`config.mk`:
```
export PLATFORM = sky130hd
export DESIGN_NAME = bus_xfer_engine_flat
export DESIGN_NICKNAME = d
export VERILOG_FILES = /design/src/rtl/bus_xfer_engine_if.sv /design/src/rtl/bus_xfer_engine.sv /design/src/flat_wrapper.sv
export SDC_FILE = /design/constraint.sdc
export NUM_CORES = 1
export LEC_CHECK = 0
export BUFFER_PORTS_ARGS = -buffer_cell sky130_fd_sc_hd__buf_2
export CORE_UTILIZATION = 55
export CTS_CLUSTER_DIAMETER = 40
export DETAILED_ROUTE_END_ITERATION = 16
export PLACE_DENSITY = 0.81
export SYNTH_ARGS = -nofsm -noshare
export SYNTH_HDL_FRONTEND = slang
export SYNTH_SLANG_ARGS = --single-unit
export TNS_END_PERCENT = 1
```
`constraint.sdc`:
```
create_clock -name clk -period 2.37 [get_ports clk]
set_clock_uncertainty 0.15 [all_clocks]
set_input_delay 0.237 -clock clk [delete_from_list [all_inputs] [get_ports clk]]
set_output_delay 0.237 -clock clk [all_outputs]
set_load 0.1 [all_outputs]
```
`src/rtl/bus_xfer_engine_if.sv`:
```
// bus_xfer_engine_if: request/handshake/data bundle between the top level and bus_xfer_engine
interface bus_xfer_engine_if #(
   parameter int WIDTH  = 4,
   parameter int NREG   = 3,
   parameter int ADDR_W = 4,
   parameter int SEL_W  = 3
);
   logic                   start;
   logic [SEL_W-1:0]       src_sel;
   logic [SEL_W-1:0]       dst_sel;
   logic [ADDR_W-1:0]      src_addr;
   logic [ADDR_W-1:0]      dst_addr;
   logic [ADDR_W-1:0]      len;
   logic [WIDTH-1:0]       ext_din;
   logic                   busy;
   logic                   done;
   logic                   err;
   logic [WIDTH-1:0]       bus_out;
   logic [NREG*WIDTH-1:0]  reg_q;
   modport master (output start, src_sel, dst_sel, src_addr, dst_addr, len, ext_din,
                   input busy, done, err, bus_out, reg_q);
   modport slave  (input start, src_sel, dst_sel, src_addr, dst_addr, len, ext_din,
                   output busy, done, err, bus_out, reg_q);
endinterface

```
`src/rtl/bus_xfer_engine.sv`:
```
// bus_xfer_engine: register/RAM/ext shared-bus move sequencer with block copy
// Optional word counter output xfer_cnt when BUS_XFER_COUNT_EN is defined.
module bus_xfer_engine #(
   parameter int WIDTH  = 4,
   parameter int NREG   = 3,
   parameter int ADDR_W = 4,
   parameter int SEL_W  = 3
) (
   input logic clk,
   input logic rst_n,
   bus_xfer_engine_if.slave bus
`ifdef BUS_XFER_COUNT_EN
   ,
   output logic [7:0] xfer_cnt
`endif
);
   typedef enum logic [1:0] {IDLE, READ, WRITE, FIN} state_t;
   localparam logic [SEL_W-1:0] RAM_SEL = SEL_W'(NREG);
   localparam logic [SEL_W-1:0] EXT_SEL = SEL_W'(NREG + 1);
   state_t state, state_nx;
   logic [SEL_W-1:0] w_src, w_dst;
   logic [ADDR_W-1:0] w_sa, w_da, w_len;
   logic err_q, illegal;
   logic [WIDTH-1:0] regs [NREG];
   logic [WIDTH-1:0] ram [2**ADDR_W];
   logic [WIDTH-1:0] bus_q, src_v;
   assign illegal = bus.src_sel > EXT_SEL || bus.dst_sel > RAM_SEL;
   always_comb begin
      src_v = w_src == RAM_SEL ? ram[w_sa] : bus.ext_din;
      for (int i = 0; i < NREG; i++) if (w_src == SEL_W'(i)) src_v = regs[i];
   end
   always_comb begin
      state_nx = state;
      bus.busy = state == READ || state == WRITE;
      bus.done = state == FIN;
      bus.err  = state == FIN && err_q;
      unique case (state)
         IDLE:    state_nx = bus.start ? (illegal ? FIN : READ) : IDLE;
         READ:    state_nx = WRITE;
         WRITE:   state_nx = w_len == '0 ? FIN : READ;
         default: state_nx = IDLE;
      endcase
   end
   always_ff @(posedge clk or negedge rst_n) begin
      if (!rst_n) begin
         state <= IDLE;
         w_src <= '0;
         w_dst <= '0;
         w_sa  <= '0;
         w_da  <= '0;
         w_len <= '0;
         err_q <= 1'b0;
         bus_q <= '0;
         for (int i = 0; i < NREG; i++) regs[i] <= '0;
      end else begin
         state <= state_nx;
         if (state == IDLE && bus.start) begin
            w_src <= bus.src_sel;
            w_dst <= bus.dst_sel;
            w_sa  <= bus.src_addr;
            w_da  <= bus.dst_addr;
            w_len <= bus.len;
            err_q <= illegal;
         end
         if (state == READ) bus_q <= src_v;
         if (state == WRITE) begin
            for (int i = 0; i < NREG; i++) if (w_dst == SEL_W'(i)) regs[i] <= bus_q;
            // pointers only advance on the RAM side; register sides repeat
            if (w_len != '0) begin
               w_len <= w_len - ADDR_W'(1);
               if (w_src == RAM_SEL) w_sa <= w_sa + ADDR_W'(1);
               if (w_dst == RAM_SEL) w_da <= w_da + ADDR_W'(1);
            end
         end
      end
   end
   always_ff @(posedge clk) if (state == WRITE && w_dst == RAM_SEL) ram[w_da] <= bus_q;
   assign bus.bus_out = bus_q;
   for (genvar i = 0; i < NREG; i++) begin : g_regq
      assign bus.reg_q[i*WIDTH +: WIDTH] = regs[i];
   end
`ifdef BUS_XFER_COUNT_EN
   always_ff @(posedge clk or negedge rst_n) begin
      if (!rst_n) xfer_cnt <= 8'd0;
      else if (state == WRITE && xfer_cnt != 8'hFF) xfer_cnt <= xfer_cnt + 8'd1;
   end
`endif
endmodule

```
`src/flat_wrapper.sv`:
```
// flat-port wrapper written by rule: the top's interface ports become plain ports
module bus_xfer_engine_flat 
#(
   parameter int WIDTH  = 4,
   parameter int NREG   = 3,
   parameter int ADDR_W = 4,
   parameter int SEL_W  = 3
)
  (clk, rst_n, bus_start, bus_src_sel, bus_dst_sel, bus_src_addr, bus_dst_addr, bus_len, bus_ext_din, bus_busy, bus_done, bus_err, bus_bus_out, bus_reg_q);
  bus_xfer_engine_if #(.WIDTH(WIDTH), .NREG(NREG), .ADDR_W(ADDR_W), .SEL_W(SEL_W)) bus_i ();
  input logic clk;
  input logic rst_n;
  input wire logic [$bits(bus_i.start)-1:0] bus_start;
  input wire logic [$bits(bus_i.src_sel)-1:0] bus_src_sel;
  input wire logic [$bits(bus_i.dst_sel)-1:0] bus_dst_sel;
  input wire logic [$bits(bus_i.src_addr)-1:0] bus_src_addr;
  input wire logic [$bits(bus_i.dst_addr)-1:0] bus_dst_addr;
  input wire logic [$bits(bus_i.len)-1:0] bus_len;
  input wire logic [$bits(bus_i.ext_din)-1:0] bus_ext_din;
  output wire logic [$bits(bus_i.busy)-1:0] bus_busy;
  output wire logic [$bits(bus_i.done)-1:0] bus_done;
  output wire logic [$bits(bus_i.err)-1:0] bus_err;
  output wire logic [$bits(bus_i.bus_out)-1:0] bus_bus_out;
  output wire logic [$bits(bus_i.reg_q)-1:0] bus_reg_q;
  assign bus_i.start = bus_start;
  assign bus_i.src_sel = bus_src_sel;
  assign bus_i.dst_sel = bus_dst_sel;
  assign bus_i.src_addr = bus_src_addr;
  assign bus_i.dst_addr = bus_dst_addr;
  assign bus_i.len = bus_len;
  assign bus_i.ext_din = bus_ext_din;
  assign bus_busy = bus_i.busy;
  assign bus_done = bus_i.done;
  assign bus_err = bus_i.err;
  assign bus_bus_out = bus_i.bus_out;
  assign bus_reg_q = bus_i.reg_q;
  bus_xfer_engine #(.WIDTH(WIDTH), .NREG(NREG), .ADDR_W(ADDR_W), .SEL_W(SEL_W)) u_core (.clk(clk), .rst_n(rst_n), .bus(bus_i));
endmodule
```
==> results.txt, run 1 <==
----------------------------------------------------
[Power]
  Total power density per cell area ... between 1000 and 1500 mW/mm2
  Reported leakage power ... 0.002212 uW
  Maximum vdd drop ... approximately 800 uV

[Synth]
  Top area cells in the synthesized netlist ... sky130_fd_sc_hd__edfxtp_1, sky130_fd_sc_hd__dfrtp_1, sky130_fd_sc_hd__mux4_1
  Flip-flop and latch count after synthesis ... between 100 and 150
  Flip-flop cell with the highest count after synthesis ... sky130_fd_sc_hd__edfxtp_1
  Post-synthesis net count ... between 300 and 400
  Share of the synthesized area in the top cell type ... 0.4109
  Warnings, synthesis ... 0
  Gate count after technology mapping ... 349
  Syn avg cell area ... approximately 13 um2
  Count of flip-flops with a built-in enable after synthesis ... between 60 and 70
  Sequential fraction of the synthesis area ... 0.6089
  Netlist Area Pre-Place ... approximately 0.0047 mm2
  Yosys cell types ... 53
  Post-synthesis async set-or-reset flop share ... 0.3663
  Yosys top cell by area ... sky130_fd_sc_hd__edfxtp_1

[Timing]
  Final min period ... around 2.2 ns
  Actual slew at the worst max-slew pin ... ~0.84 ns
  Peak Freq ... approximately 0.45 GHz
  Final setup violation count ... 0
  Final hold violations ... 0
  Final WS setup ... 0.1487 ns
  Max_slew headroom ... 0.4408
  Total negative setup slack ... 0 ns
  Portion of the clock cycle consumed by the worst path in the final layout ... 0.9373
  Worst slack on hold paths ... about 0.015 ns
  RSZ-0062 raised after global routing ... no
  Final Slew Violations ... 0

[Detailed routing]
  Vias after detailed routing ... 3096
  Routed wire length per instance ... approximately 19 um
  Remaining number of nets flagged by the antenna check after routing ... 0
  Via-per-instance ratio ... 5.875
  Residual DRC count ... 0
  Iteration-0 DRC Markers ... 225
  Detailed-route wire length ... slightly above 10000 um
  DR pass1 iterations ... 4

[Critical path]
  Worst EP required ... about 2.3 ns
  Slowest Stage Delay on Critical Path ... approximately 0.43 ns
  CP endpoint kind ... register
  Worst flop-to-flop path startpoint ... u_core.state[0]
  R2R Setup Slk ... between 0.1 and 0.15 ns
  Worst EP arrival ... between 2 and 2.5 ns
  Number of buffer and inverter stages on the critical path ... 1
  Total stage count of the critical path ... 5
  Crit-path max FO ... 7
  Startpoint type of the worst setup path ... register
  Family of cells with the greatest summed delay on the critical path ... simple AND/OR/NAND/NOR gates
  Endpoint of the lowest-slack register-to-register path ... u_core.ram[10][1]
  R2R depth ... 5
  Standard cell with the maximum stage delay on the critical path ... sky130_fd_sc_hd__dfrtp_1
  Sequence of cells on the critical path ... inv_1 -> ha_1 -> and4b_1 -> nand2_1 -> nor2_1
  Crit Path Class ... reg2reg

[Global route]
  Total routing usage reported by global routing ... 0.2442
  Number of antenna violations at the first check in global routing ... 0
  Grt ovf ... 0
  First-pass GRT wire length ... 15670 um
  Pin count of the biggest net entering global routing ... 38
  Number of global-route vias before repair ... about 3000

[Worst hold path]
  Tightest Hold Check Type ... in2reg
  Worst hold path cell count ... 3
  Hold path endpoint ... u_core.w_da[1]
  Worst hold path startpoint ... bus_dst_addr[1]

[Floorplanning]
  Die Y-Extent ... roughly 94 um
  Core Box Area ... around 0.0082 mm2
  I/O Pins ... 44
  Chip width ... around 94 um
  Initial Utilization ... 0.5692
  Die area ... between 0.008 and 0.009 mm2
  Num rows ... 33

[Clock network]
  Total CTS buffers ... 9
  H-tree depth ... 3
  Number of clock sinks ... between 100 and 150
  TritonCTS clock tree ... built
  Clock-pin slew on the worst setup and hold paths ... around 0.1 ns
  Insertion delay of the later-clocked pin in the worst-skew pair ... 0.37 ns
  Clock root buffer ... sky130_fd_sc_hd__clkbuf_8
  Resized cells post-CTS ... 0
  Buffers inserted by post-CTS timing repair ... 0
  Maximum buffer depth of the clock tree ... 2

[Outcome]
  Outcome ... complete, no violations

[Finish]
  # diodes ... 0
  Signed area change from the synthesized netlist to the final layout ... 15.46%
  Fraction of layout instances using a drive strength above 1 ... 0.2370
  Number of nets in the finished design ... 452
  Fill cells ... between 500 and 600

[Placed design]
  Setup slack at placement ... roughly 0.22 ns
  Post-DP HPWL ... around 7100 um
  Buffers added on ports ... 43
  RePlAce Congestion ... between 0.8 and 0.9

[Run]
  Number of max-cap violations ... 0

----------------------------------------------------
worst register-to-register path: stages, from the launching register on:
cell	delay, ns
sky130_fd_sc_hd__dfrtp_1	0.43
sky130_fd_sc_hd__inv_1	0.10
sky130_fd_sc_hd__ha_1	0.23
sky130_fd_sc_hd__and4b_1	0.40
sky130_fd_sc_hd__nand2_1	0.20
sky130_fd_sc_hd__nor2_1	0.38
state kept, by name, summed over array words and instances (netlist names), 2 cells and up:
| register | cells |
|---|---|
| u_core.state | 2 |
| u_core.w_da | 4 |
| u_core.w_sa | 4 |
| u_core.bus.bus_out | 4 |
| u_core.bus.reg_q | 12 |
| u_core.ram | 64 |
| u_core.w_src | 3 |
| u_core.w_len | 4 |
| u_core.w_dst | 3 |
metal layers:
| metal | wire [um] | global-route usage |
|---|---|---|
| met5 | 0 | 0 |
| met4 | 215 | 0.09872 |
| met3 | 602 | 0.03883 |
| met2 | 4891 | 0.3937 |
| met1 | 4349 | 0.3313 |
timing repair:
action,in CTS,in global routing
endpoints found under the hold margin,50,0
endpoints found under the setup margin,0,0
hold buffers,14,0
how the worst max path moves through the flow:
stage | start | slack, ns | to
after floorplan | u_core.state[0] | 0.16 | bus_err
after global routing | u_core.state[0] | 0.02 | u_core.ram[13][2]
final | u_core.state[0] | 0.15 | u_core.ram[10][1]
after CTS | u_core.state[0] | 0.16 | u_core.ram[13][2]
after global placement | u_core.state[0] | 0.34 | u_core.ram[8][2]
after detailed placement | u_core.state[0] | 0.22 | u_core.ram[13][3]
per-stage QoR:
stage | cells | cell area [um2] | total power (uW) | utilization
4_1_cts | 527 | 5400 | 6951 | 0.6572
5_1_grt | 527 | 5400 | 7288 | 0.6572
2_1_floorplan | 349 | 4678 | 5153 | -
3_5_place_dp | 497 | 5061 | 5881 | 0.6160
6_report | 527 | 5400 | 6937 | 0.6572
3_3_place_gp | 497 | 5061 | 5792 | 0.6160
Yosys cell counts (2+ instances only):
master                      instances
sky130_fd_sc_hd__edfxtp_1          64
sky130_fd_sc_hd__nand2_1           41
sky130_fd_sc_hd__dfrtp_1           37
sky130_fd_sc_hd__nor2_1            20
sky130_fd_sc_hd__mux2i_1           17
sky130_fd_sc_hd__inv_1             14
sky130_fd_sc_hd__a21oi_1           13
sky130_fd_sc_hd__mux2_2            13
sky130_fd_sc_hd__clkbuf_1          12
sky130_fd_sc_hd__ha_1              10
sky130_fd_sc_hd__mux4_1            10
sky130_fd_sc_hd__nor2b_1            9
sky130_fd_sc_hd__nor3_1             7
sky130_fd_sc_hd__o21ai_0            7
sky130_fd_sc_hd__nand3_1            6
sky130_fd_sc_hd__and2_1             4
sky130_fd_sc_hd__o31ai_1            4
sky130_fd_sc_hd__a211oi_1           3
sky130_fd_sc_hd__a31oi_1            3
sky130_fd_sc_hd__buf_2              3
sky130_fd_sc_hd__nand2b_1           3
sky130_fd_sc_hd__nor3b_1            3
sky130_fd_sc_hd__o211ai_1           3
sky130_fd_sc_hd__o21ai_1            3
sky130_fd_sc_hd__o22ai_1            3
sky130_fd_sc_hd__a21boi_0           2
sky130_fd_sc_hd__a221o_1            2
sky130_fd_sc_hd__a32oi_1            2
sky130_fd_sc_hd__a41oi_1            2
sky130_fd_sc_hd__buf_6              2
sky130_fd_sc_hd__mux4_2             2
sky130_fd_sc_hd__nor4bb_1           2
sky130_fd_sc_hd__o221a_2            2
sky130_fd_sc_hd__o2bb2ai_1          2
layout by cell type (no fill, tap or decap), types with 10 or more instances in the layout:
master                           n
sky130_fd_sc_hd__a21oi_1        13
sky130_fd_sc_hd__buf_2          43
sky130_fd_sc_hd__mux2_2         13
sky130_fd_sc_hd__nand2_1        41
sky130_fd_sc_hd__mux4_1         10
sky130_fd_sc_hd__dlygate4sd3_1  14
sky130_fd_sc_hd__edfxtp_1       64
sky130_fd_sc_hd__nor2_1         20
sky130_fd_sc_hd__dfrtp_1        37
sky130_fd_sc_hd__ha_1           10
sky130_fd_sc_hd__mux2i_1        17
sky130_fd_sc_hd__inv_1          14
sky130_fd_sc_hd__buf_4          20
power breakdown:
group	internal, uW	leakage, uW	switching, uW
Sequential	2310	0.00104	418
Combinational	1010	0.00107	2140
Clock	414	0.000102	646
cells by family (layout without fill, tap and decap cells):
family / Yosys count / after routing / share of synthesized area
buffers and inverters: 34 / 107 / 0.03558
DFF: 101 / 101 / 0.6089
adders and majority gates: 10 / 10 / 0.02675
muxes: 42 / 42 / 0.1335
xor gates and xnor gates: 1 / 1 / 0.001873
AOI/OAI and AO/OA: 58 / 58 / 0.08588
and+or+nand+nor: 103 / 103 / 0.1075
area by class of cell:
| cell class | count | area [um2] | area share |
|---|---|---|---|
| Sequential cell | 101 | 2848 | 0.5273 |
| Clock inverter | 7 | 75.07 | 0.01390 |
| Timing Repair Buffer | 77 | 505.5 | 0.09361 |
| Inverter | 14 | 52.55 | 0.009731 |
| Tap cell | 105 | 131.4 | 0.02433 |
| Multi-Input combinational cell | 214 | 1664 | 0.3082 |
| Clock buffer | 9 | 123.9 | 0.02294 |
Power figures use the tool's default switching activity.
==> inputs of run 2 (changes only) <==
--- a/config.mk
+++ b/config.mk
@@ -5,6 +5,7 @@
 export SDC_FILE = /design/constraint.sdc
 export NUM_CORES = 1
 export LEC_CHECK = 0
+export ABC_AREA = 1
 export BUFFER_PORTS_ARGS = -buffer_cell sky130_fd_sc_hd__buf_2
 export CORE_UTILIZATION = 55
 export CTS_CLUSTER_DIAMETER = 40
==> run 2 against run 1 <==
  * Combinational power rose by 16%
  * Sequential cell count did not move
  * Power rose by 6.0%
  * Synthesized cell count rose by 45%
  * Critical path type unchanged
  * Global-route usage rose by 1.7 points
  * Count of clock-buffer cells in the layout did not move
  * Wire length rose by 7.2%
  * Via count rose by 17%
  * Area after synthesis rose by 0.62%
  * Fmax rose by 8.0%
  * Worst setup slack improved by 0.17 ns
  * Register-to-register slack improved by 0.17 ns
==> results.txt, run 2 <==
----------------------------------------------------
[Detailed routing]
  Vias after detailed routing ... between 3000 and 4000
  Detailed-route wire length ... between 10000 and 15000 um
  DR pass1 iterations ... 5
  Remaining number of nets flagged by the antenna check after routing ... 0
  Iteration-0 DRC Markers ... around 260
  Residual DRC count ... 0
  Routed wire length per instance ... between 15 and 20 um
  Via-per-instance ratio ... between 5 and 6

[Timing]
  Peak Freq ... between 0.4 and 0.5 GHz
  Total negative setup slack ... 0 ns
  Max_slew headroom ... 0.4433
  Portion of the clock cycle consumed by the worst path in the final layout ... 0.8676
  Worst slack on hold paths ... between 0.03 and 0.04 ns
  Final hold violations ... 0
  Final setup violation count ... 0
  RSZ-0062 raised after global routing ... no
  Final min period ... 2.056 ns
  Actual slew at the worst max-slew pin ... ~0.84 ns
  Final Slew Violations ... 0

[Clock network]
  TritonCTS clock tree ... built
  H-tree depth ... 3
  Clock-pin slew on the worst setup and hold paths ... roughly 0.1 ns
  Total CTS buffers ... 9
  Buffers inserted by post-CTS timing repair ... 0
  Number of clock sinks ... roughly 100
  Maximum buffer depth of the clock tree ... 2
  Clock root buffer ... sky130_fd_sc_hd__clkbuf_8
  Insertion delay of the later-clocked pin in the worst-skew pair ... between 0.3 and 0.4 ns

[Worst hold path]
  Worst hold path cell count ... 3
  Hold path endpoint ... u_core.w_len[3]
  Tightest Hold Check Type ... in2reg
  Worst hold path startpoint ... bus_len[3]

[Synth]
  Yosys cell types ... 30
  Netlist Area Pre-Place ... roughly 0.0047 mm2
  Syn avg cell area ... ~9.3 um2
  Area share of and/or/nand/nor cells after synthesis ... 0.2350
  Sequential fraction of the synthesis area ... 0.6052
  Flip-flop and latch count after synthesis ... around 100
  Dominant combinational cell family by area after synthesis ... simple AND/OR/NAND/NOR gates
  Top post-synthesis cells by count ... sky130_fd_sc_hd__nand2_1, sky130_fd_sc_hd__edfxtp_1, sky130_fd_sc_hd__nor2_1
  Area share of xor/xnor cells in the synthesized design ... 0.005584
  Top area cells in the synthesized netlist ... sky130_fd_sc_hd__edfxtp_1, sky130_fd_sc_hd__dfrtp_1, sky130_fd_sc_hd__nand2_1
  Yosys top cell by area ... sky130_fd_sc_hd__edfxtp_1
  Post-synthesis compound-gate area fraction ... 0.06833
  Most frequent cell after synthesis ... sky130_fd_sc_hd__nand2_1
  Share of the synthesized area in the top cell type ... 0.4084
  Gate count after technology mapping ... between 500 and 600
  Flip-flop cell with the highest count after synthesis ... sky130_fd_sc_hd__edfxtp_1
  Portion of netlist area occupied by mux cells ... 0
  Post-synthesis async set-or-reset flop share ... 0.3663
  Count of flip-flops with a built-in enable after synthesis ... between 60 and 70
  Synth Area in Adders ... 0.02659
  Warnings, synthesis ... 0
  Post-synthesis net count ... roughly 540

[Placed design]
  RePlAce Congestion ... approximately 0.85
  Buffers added on ports ... 43
  Post-DP HPWL ... 7492 um

[Power]
  Maximum vdd drop ... about 920 uV
  Reported leakage power ... around 0.0024 uW
  Total power density per cell area ... approximately 1400 mW/mm2
  Overall power of the completed layout ... approximately 7400 uW

[Critical path]
  Endpoint of the lowest-slack register-to-register path ... u_core.ram[8][2]
  Worst flop-to-flop path startpoint ... u_core.state[0]
  Crit-path max FO ... 4
  R2R depth ... 8
  Startpoint type of the worst setup path ... register
  R2R Setup Slk ... approximately 0.31 ns
  Worst EP arrival ... between 1.5 and 2 ns
  Crit Path Class ... reg2reg
  CP endpoint kind ... register
  Worst EP required ... roughly 2.3 ns

[Finish]
  Fraction of layout instances using a drive strength above 1 ... 0.1374
  Top library cells by usage in the layout, fill and taps aside ... sky130_fd_sc_hd__nand2_1, sky130_fd_sc_hd__edfxtp_1, sky130_fd_sc_hd__nor2_1, sky130_fd_sc_hd__inv_1, sky130_fd_sc_hd__buf_2
  Most common library cell in the layout ignoring fill and taps ... sky130_fd_sc_hd__nand2_1
  Flip-flop count of the largest register, all copies and words added ... 64
  Number of nets in the finished design ... 605
  Register containing the most flip-flops in the final layout ... u_core.ram
  Signed area change from the synthesized netlist to the final layout ... 13.19%
  # diodes ... 0

[Floorplanning]
  I/O Pins ... 44
  Num rows ... 33
  Die Y-Extent ... about 95 um
  Chip width ... around 95 um
  Core Box Area ... about 0.0083 mm2
  Initial Utilization ... 0.5698
  Die area ... 0.008930 mm2

[Outcome]
  Outcome ... complete, no violations

[Global route]
  Number of antenna violations at the first check in global routing ... 0
  Pin count of the biggest net entering global routing ... 39
  First-pass GRT wire length ... 17180 um
  Grt ovf ... 0
  Total routing usage reported by global routing ... 0.2613
  Number of global-route vias before repair ... around 3600

[Run]
  Number of max-cap violations ... 0

----------------------------------------------------
-- run 2: cell types whose count changed in the layout (fill, tap and decap cells not counted), moves of 4 or more --
cell	previous run	this run
sky130_fd_sc_hd__nor2_1	20	49
sky130_fd_sc_hd__o31ai_1	4	0
sky130_fd_sc_hd__mux4_1	10	0
sky130_fd_sc_hd__nand3_1	6	26
sky130_fd_sc_hd__nor3_1	7	3
sky130_fd_sc_hd__mux2_2	13	0
sky130_fd_sc_hd__inv_1	14	45
sky130_fd_sc_hd__nand2_1	41	188
sky130_fd_sc_hd__a21oi_1	13	5
sky130_fd_sc_hd__or2_2	0	4
sky130_fd_sc_hd__buf_4	20	7
sky130_fd_sc_hd__o21ai_0	7	39
sky130_fd_sc_hd__mux2i_1	17	0
sky130_fd_sc_hd__nor2b_1	9	0
-- run 2: cells by family after synthesis --
family	after synthesis
AO/OA/AOI/OAI	58
buffers and inverters	60
AND/OR/NAND/NOR	275
XOR/XNOR	3
adder cells (fa/ha/maj)	10
flip-flops	101
-- run 2: how the worst max path moves through the flow --
stage / startpoint / endpoint / slack, ns / cells after the start
6_report: u_core.state[0] / u_core.ram[8][2] / 0.31 / 8
5_1_grt: u_core.state[0] / u_core.ram[8][2] / 0.14 / 8
4_1_cts: u_core.state[0] / u_core.ram[0][1] / 0.32 / 8
3_5_place_dp: u_core.state[0] / u_core.ram[0][1] / 0.33 / 8
3_3_place_gp: u_core.state[0] / u_core.ram[0][1] / 0.45 / 8
2_1_floorplan: u_core.state[1] / bus_err / 0.05 / 3
-- run 2: metrics by stage --
step | cells | setup WS, ns | area (um2) | util
finish | 680 | 0.3138 | 5326 | 0.6450
global placement | 651 | 0.4508 | 5011 | 0.6068
floorplan | 507 | 0.05123 | 4706 | -
CTS | 680 | 0.3166 | 5326 | 0.6450
detailed placement | 651 | 0.3264 | 5011 | 0.6068
global route | 680 | 0.1390 | 5326 | 0.6450
-- run 2: metal layers --
layer,track usage,up-vias,share of wire
met5,0,-,0
met4,0.1199,0,0.026
met3,0.04187,21,0.054
met2,0.4306,126,0.48
met1,0.3411,1709,0.44
li1,-,1772,-
-- run 2: critical path: stages, from the launching register on --
cell and delay, ns:
sky130_fd_sc_hd__dfrtp_1 0.42, sky130_fd_sc_hd__inv_1 0.11, sky130_fd_sc_hd__ha_1 0.23, sky130_fd_sc_hd__nand2_1 0.07, sky130_fd_sc_hd__inv_1 0.06, sky130_fd_sc_hd__nand2_1 0.07, sky130_fd_sc_hd__inv_1 0.13, sky130_fd_sc_hd__nand2_1 0.15
sky130_fd_sc_hd__nor2_1 0.33
-- run 2: area by class of cell --
cell class / instances / area [um2]
flip-flops and latches: 101 / 2848
inverters: 49 / 185.2
multi-input cells: 346 / 1579
fillers: 688 / 2932
well taps: 105 / 131.4
repair buffers: 63 / 397.9
clock inverters: 7 / 61.31
clock buffers: 9 / 123.9
-- run 2: what timing repair did --
| action | in CTS | in global routing |
|---|---|---|
| gates resized for setup | 0 | 0 |
| endpoints found under the hold margin | 49 | 0 |
| hold buffers | 13 | 0 |
-- run 2: power breakdown --
part           leakage, uW  internal, uW  total (uW)  switching (uW)
logic              0.00130           860        3650            2790
registers          0.00103          2340        2640             295
clock network    0.0000965           409        1070             659
==> inputs of run 3 (changes only) <==
==> constraint.sdc (replaced) <==
create_clock -name clk -period 2 [get_ports clk]
set_clock_uncertainty 0.15 [all_clocks]
set_input_delay 0.2 -clock clk [delete_from_list [all_inputs] [get_ports clk]]
set_output_delay 0.2 -clock clk [all_outputs]
set_load 0.1 [all_outputs]
==> run 3 against run 2 <==
  * Design area rose by 2.2%
  * Critical path depth did not move
  * Sequential power up 18%
  * Non-clock buffer count grew 5
  * First-iteration DRC count increased by 18%
  * Fmax is 3.9% higher
  * Core utilization is 1.4 points higher
  * Via count grew 2.2%
  * Worst setup slack got worse by 0.29 ns
  * Highest routed layer unchanged
==> results.txt, run 3 (same netlist as run 2, synthesis figures left out) <==
----------------------------------------------------
[Outcome]
  Outcome ... complete, no violations

[Floorplanning]
  Die Y-Extent ... approximately 95 um
  Num rows ... 33
  I/O Pins ... 44
  Chip width ... between 90 and 100 um
  Initial Utilization ... 0.5698
  Die area ... 0.008930 mm2
  Core Box Area ... 0.008258 mm2

[Clock network]
  Insertion delay of the later-clocked pin in the worst-skew pair ... ~0.38 ns
  TritonCTS clock tree ... built
  Clock root buffer ... sky130_fd_sc_hd__clkbuf_8
  Total CTS buffers ... 9
  Number of clock sinks ... 101
  H-tree depth ... 3
  Clock-pin slew on the worst setup and hold paths ... around 0.1 ns
  Maximum buffer depth of the clock tree ... 2

[Finish]
  # diodes ... 0
  Register containing the most flip-flops in the final layout ... u_core.ram
  Most common library cell in the layout ignoring fill and taps ... sky130_fd_sc_hd__nand2_1
  Number of nets in the finished design ... 610
  Top library cells by usage in the layout, fill and taps aside ... sky130_fd_sc_hd__nand2_1, sky130_fd_sc_hd__edfxtp_1, sky130_fd_sc_hd__inv_1, sky130_fd_sc_hd__buf_2, sky130_fd_sc_hd__o21ai_0
  Signed area change from the synthesized netlist to the final layout ... 15.66%
  Flip-flop count of the largest register, all copies and words added ... 64
  Sequential cell area ... between 0.002 and 0.003 mm2
  Area used by multi-input combinational logic ... about 0.0016 mm2
  Fraction of layout instances using a drive strength above 1 ... 0.1690
  Cell Count, Final, Fillers Out ... between 600 and 700
  Final design area excluding fillers ... roughly 0.0054 mm2
  Fill cells ... between 600 and 700

[Worst hold path]
  Hold path endpoint ... u_core.w_sa[3]
  Tightest Hold Check Type ... in2reg
  Worst hold path startpoint ... bus_src_addr[3]
  Worst hold path cell count ... 5

[Timing]
  Final hold violations ... 0
  Portion of the clock cycle consumed by the worst path in the final layout ... 0.9895
  Actual slew at the worst max-slew pin ... approximately 0.5 ns
  Final min period ... 1.979 ns
  Max_slew headroom ... 0.6756
  Final WS setup ... 0.02098 ns
  RSZ-0062 raised after global routing ... yes
  Final setup violation count ... 0
  Final Slew Violations ... 0
  Peak Freq ... ~0.51 GHz
  Total negative setup slack ... 0 ns

[Critical path]
  Worst EP required ... 1.90 ns
  Standard cell with the maximum stage delay on the critical path ... sky130_fd_sc_hd__dfrtp_1
  Endpoint of the lowest-slack register-to-register path ... u_core.ram[13][3]
  R2R depth ... 8
  Sequence of cells on the critical path ... inv_1 -> ha_1 -> nand2_1 -> inv_1 -> nand2_1 -> inv_1 -> nand2_1 -> nor2_1
  Worst EP arrival ... 1.88 ns
  R2R Setup Slk ... 0.02 ns
  CP endpoint kind ... register
  Startpoint type of the worst setup path ... register
  Worst flop-to-flop path startpoint ... u_core.state[0]
  Crit Path Class ... reg2reg
  Crit-path max FO ... 4
  Slowest Stage Delay on Critical Path ... between 0.4 and 0.5 ns

[Placed design]
  Buffers added on ports ... 43
  RePlAce Congestion ... a little under 0.9
  Setup slack at placement ... 0.004361 ns
  Placed standard-cell area ... 0.005061 mm2
  Post-DP HPWL ... a little under 8000 um
  DP Cell Count ... about 650

[Global route]
  Number of global-route vias before repair ... 3632
  First-pass GRT wire length ... 17660 um
  Grt ovf ... 0
  Total routing usage reported by global routing ... 0.2717
  Number of antenna violations at the first check in global routing ... 0
  Pin count of the biggest net entering global routing ... 29

[Detailed routing]
  DR pass1 iterations ... 5
  Via-per-instance ratio ... 5.413
  Vias after detailed routing ... approximately 3700
  Residual DRC count ... 0
  Remaining number of nets flagged by the antenna check after routing ... 0
  Detailed-route wire length ... around 11000 um
  Iteration-0 DRC Markers ... around 310
  Routed wire length per instance ... about 16 um

[Power]
  Reported leakage power ... 0.002458 uW
  Overall power of the completed layout ... roughly 8800 uW
  Total power density per cell area ... between 1500 and 2000 mW/mm2
  Maximum vdd drop ... 1224 uV

[Run]
  Number of max-cap violations ... 0

----------------------------------------------------
==> run 3: routing by layer <==
metal,GRT usage,wire length (um)
met5,0,0
met4,0.1250,382
met3,0.04670,723
met2,0.4384,5244
met1,0.3613,4577
==> run 3: power breakdown <==
part / switching (uW) / leakage (uW) / internal [uW]
sequential: 345 / 0.00103 / 2780
combinational: 3360 / 0.00133 / 1070
clock: 749 / 0.000105 / 546
==> run 3: critical path, delay by kind of cell, from the launching register on <==
| family | cells | cell delay [ns] |
|---|---|---|
| DFF | 1 | 0.41 |
| buffers and inverters | 3 | 0.31 |
| and+or+nand+nor | 4 | 0.62 |
| adders and majority gates | 1 | 0.17 |
==> run 3: what timing repair did <==
item | CTS | global route
gates resized for setup | 1 | 13
hold endpoints to repair | 51 | 0
buffers inserted | 0 | 0
endpoints found under the setup margin | 4 | 69
hold buffers | 15 | 0
==> run 3: worst max path at each step <==
stage	slack, ns	end	cells after the start	startpoint
2_1_floorplan	0.02	bus_err	3	u_core.state[1]
3_3_place_gp	0.12	u_core.ram[2][2]	8	u_core.state[0]
3_5_place_dp	0.004	u_core.ram[2][3]	8	u_core.state[0]
4_1_cts	0.001	u_core.ram[5][2]	8	u_core.state[0]
5_1_grt	-0.07	u_core.ram[0][2]	8	u_core.state[0]
6_report	0.02	u_core.ram[13][3]	8	u_core.state[0]
==> run 3: metrics by stage <==
| step | hold WS [ns] | util |
|---|---|---|
| 2_1_floorplan | -0.2456 | - |
| 3_3_place_gp | 0.03479 | 0.6129 |
| 3_5_place_dp | 0.03011 | 0.6129 |
| 4_1_cts | 0.004075 | 0.6552 |
| 5_1_grt | 0.03273 | 0.6591 |
| 6_report | 0.02423 | 0.6591 |
==> run 3: layout make-up <==
type / instances / share of cell area
clock inverters: 6 / 0.008736
inverters: 49 / 0.03471
repair buffers: 68 / 0.08552
flip-flops and latches: 101 / 0.5234
well taps: 105 / 0.02414
multi-input cells: 346 / 0.2961
clock buffers: 10 / 0.02736
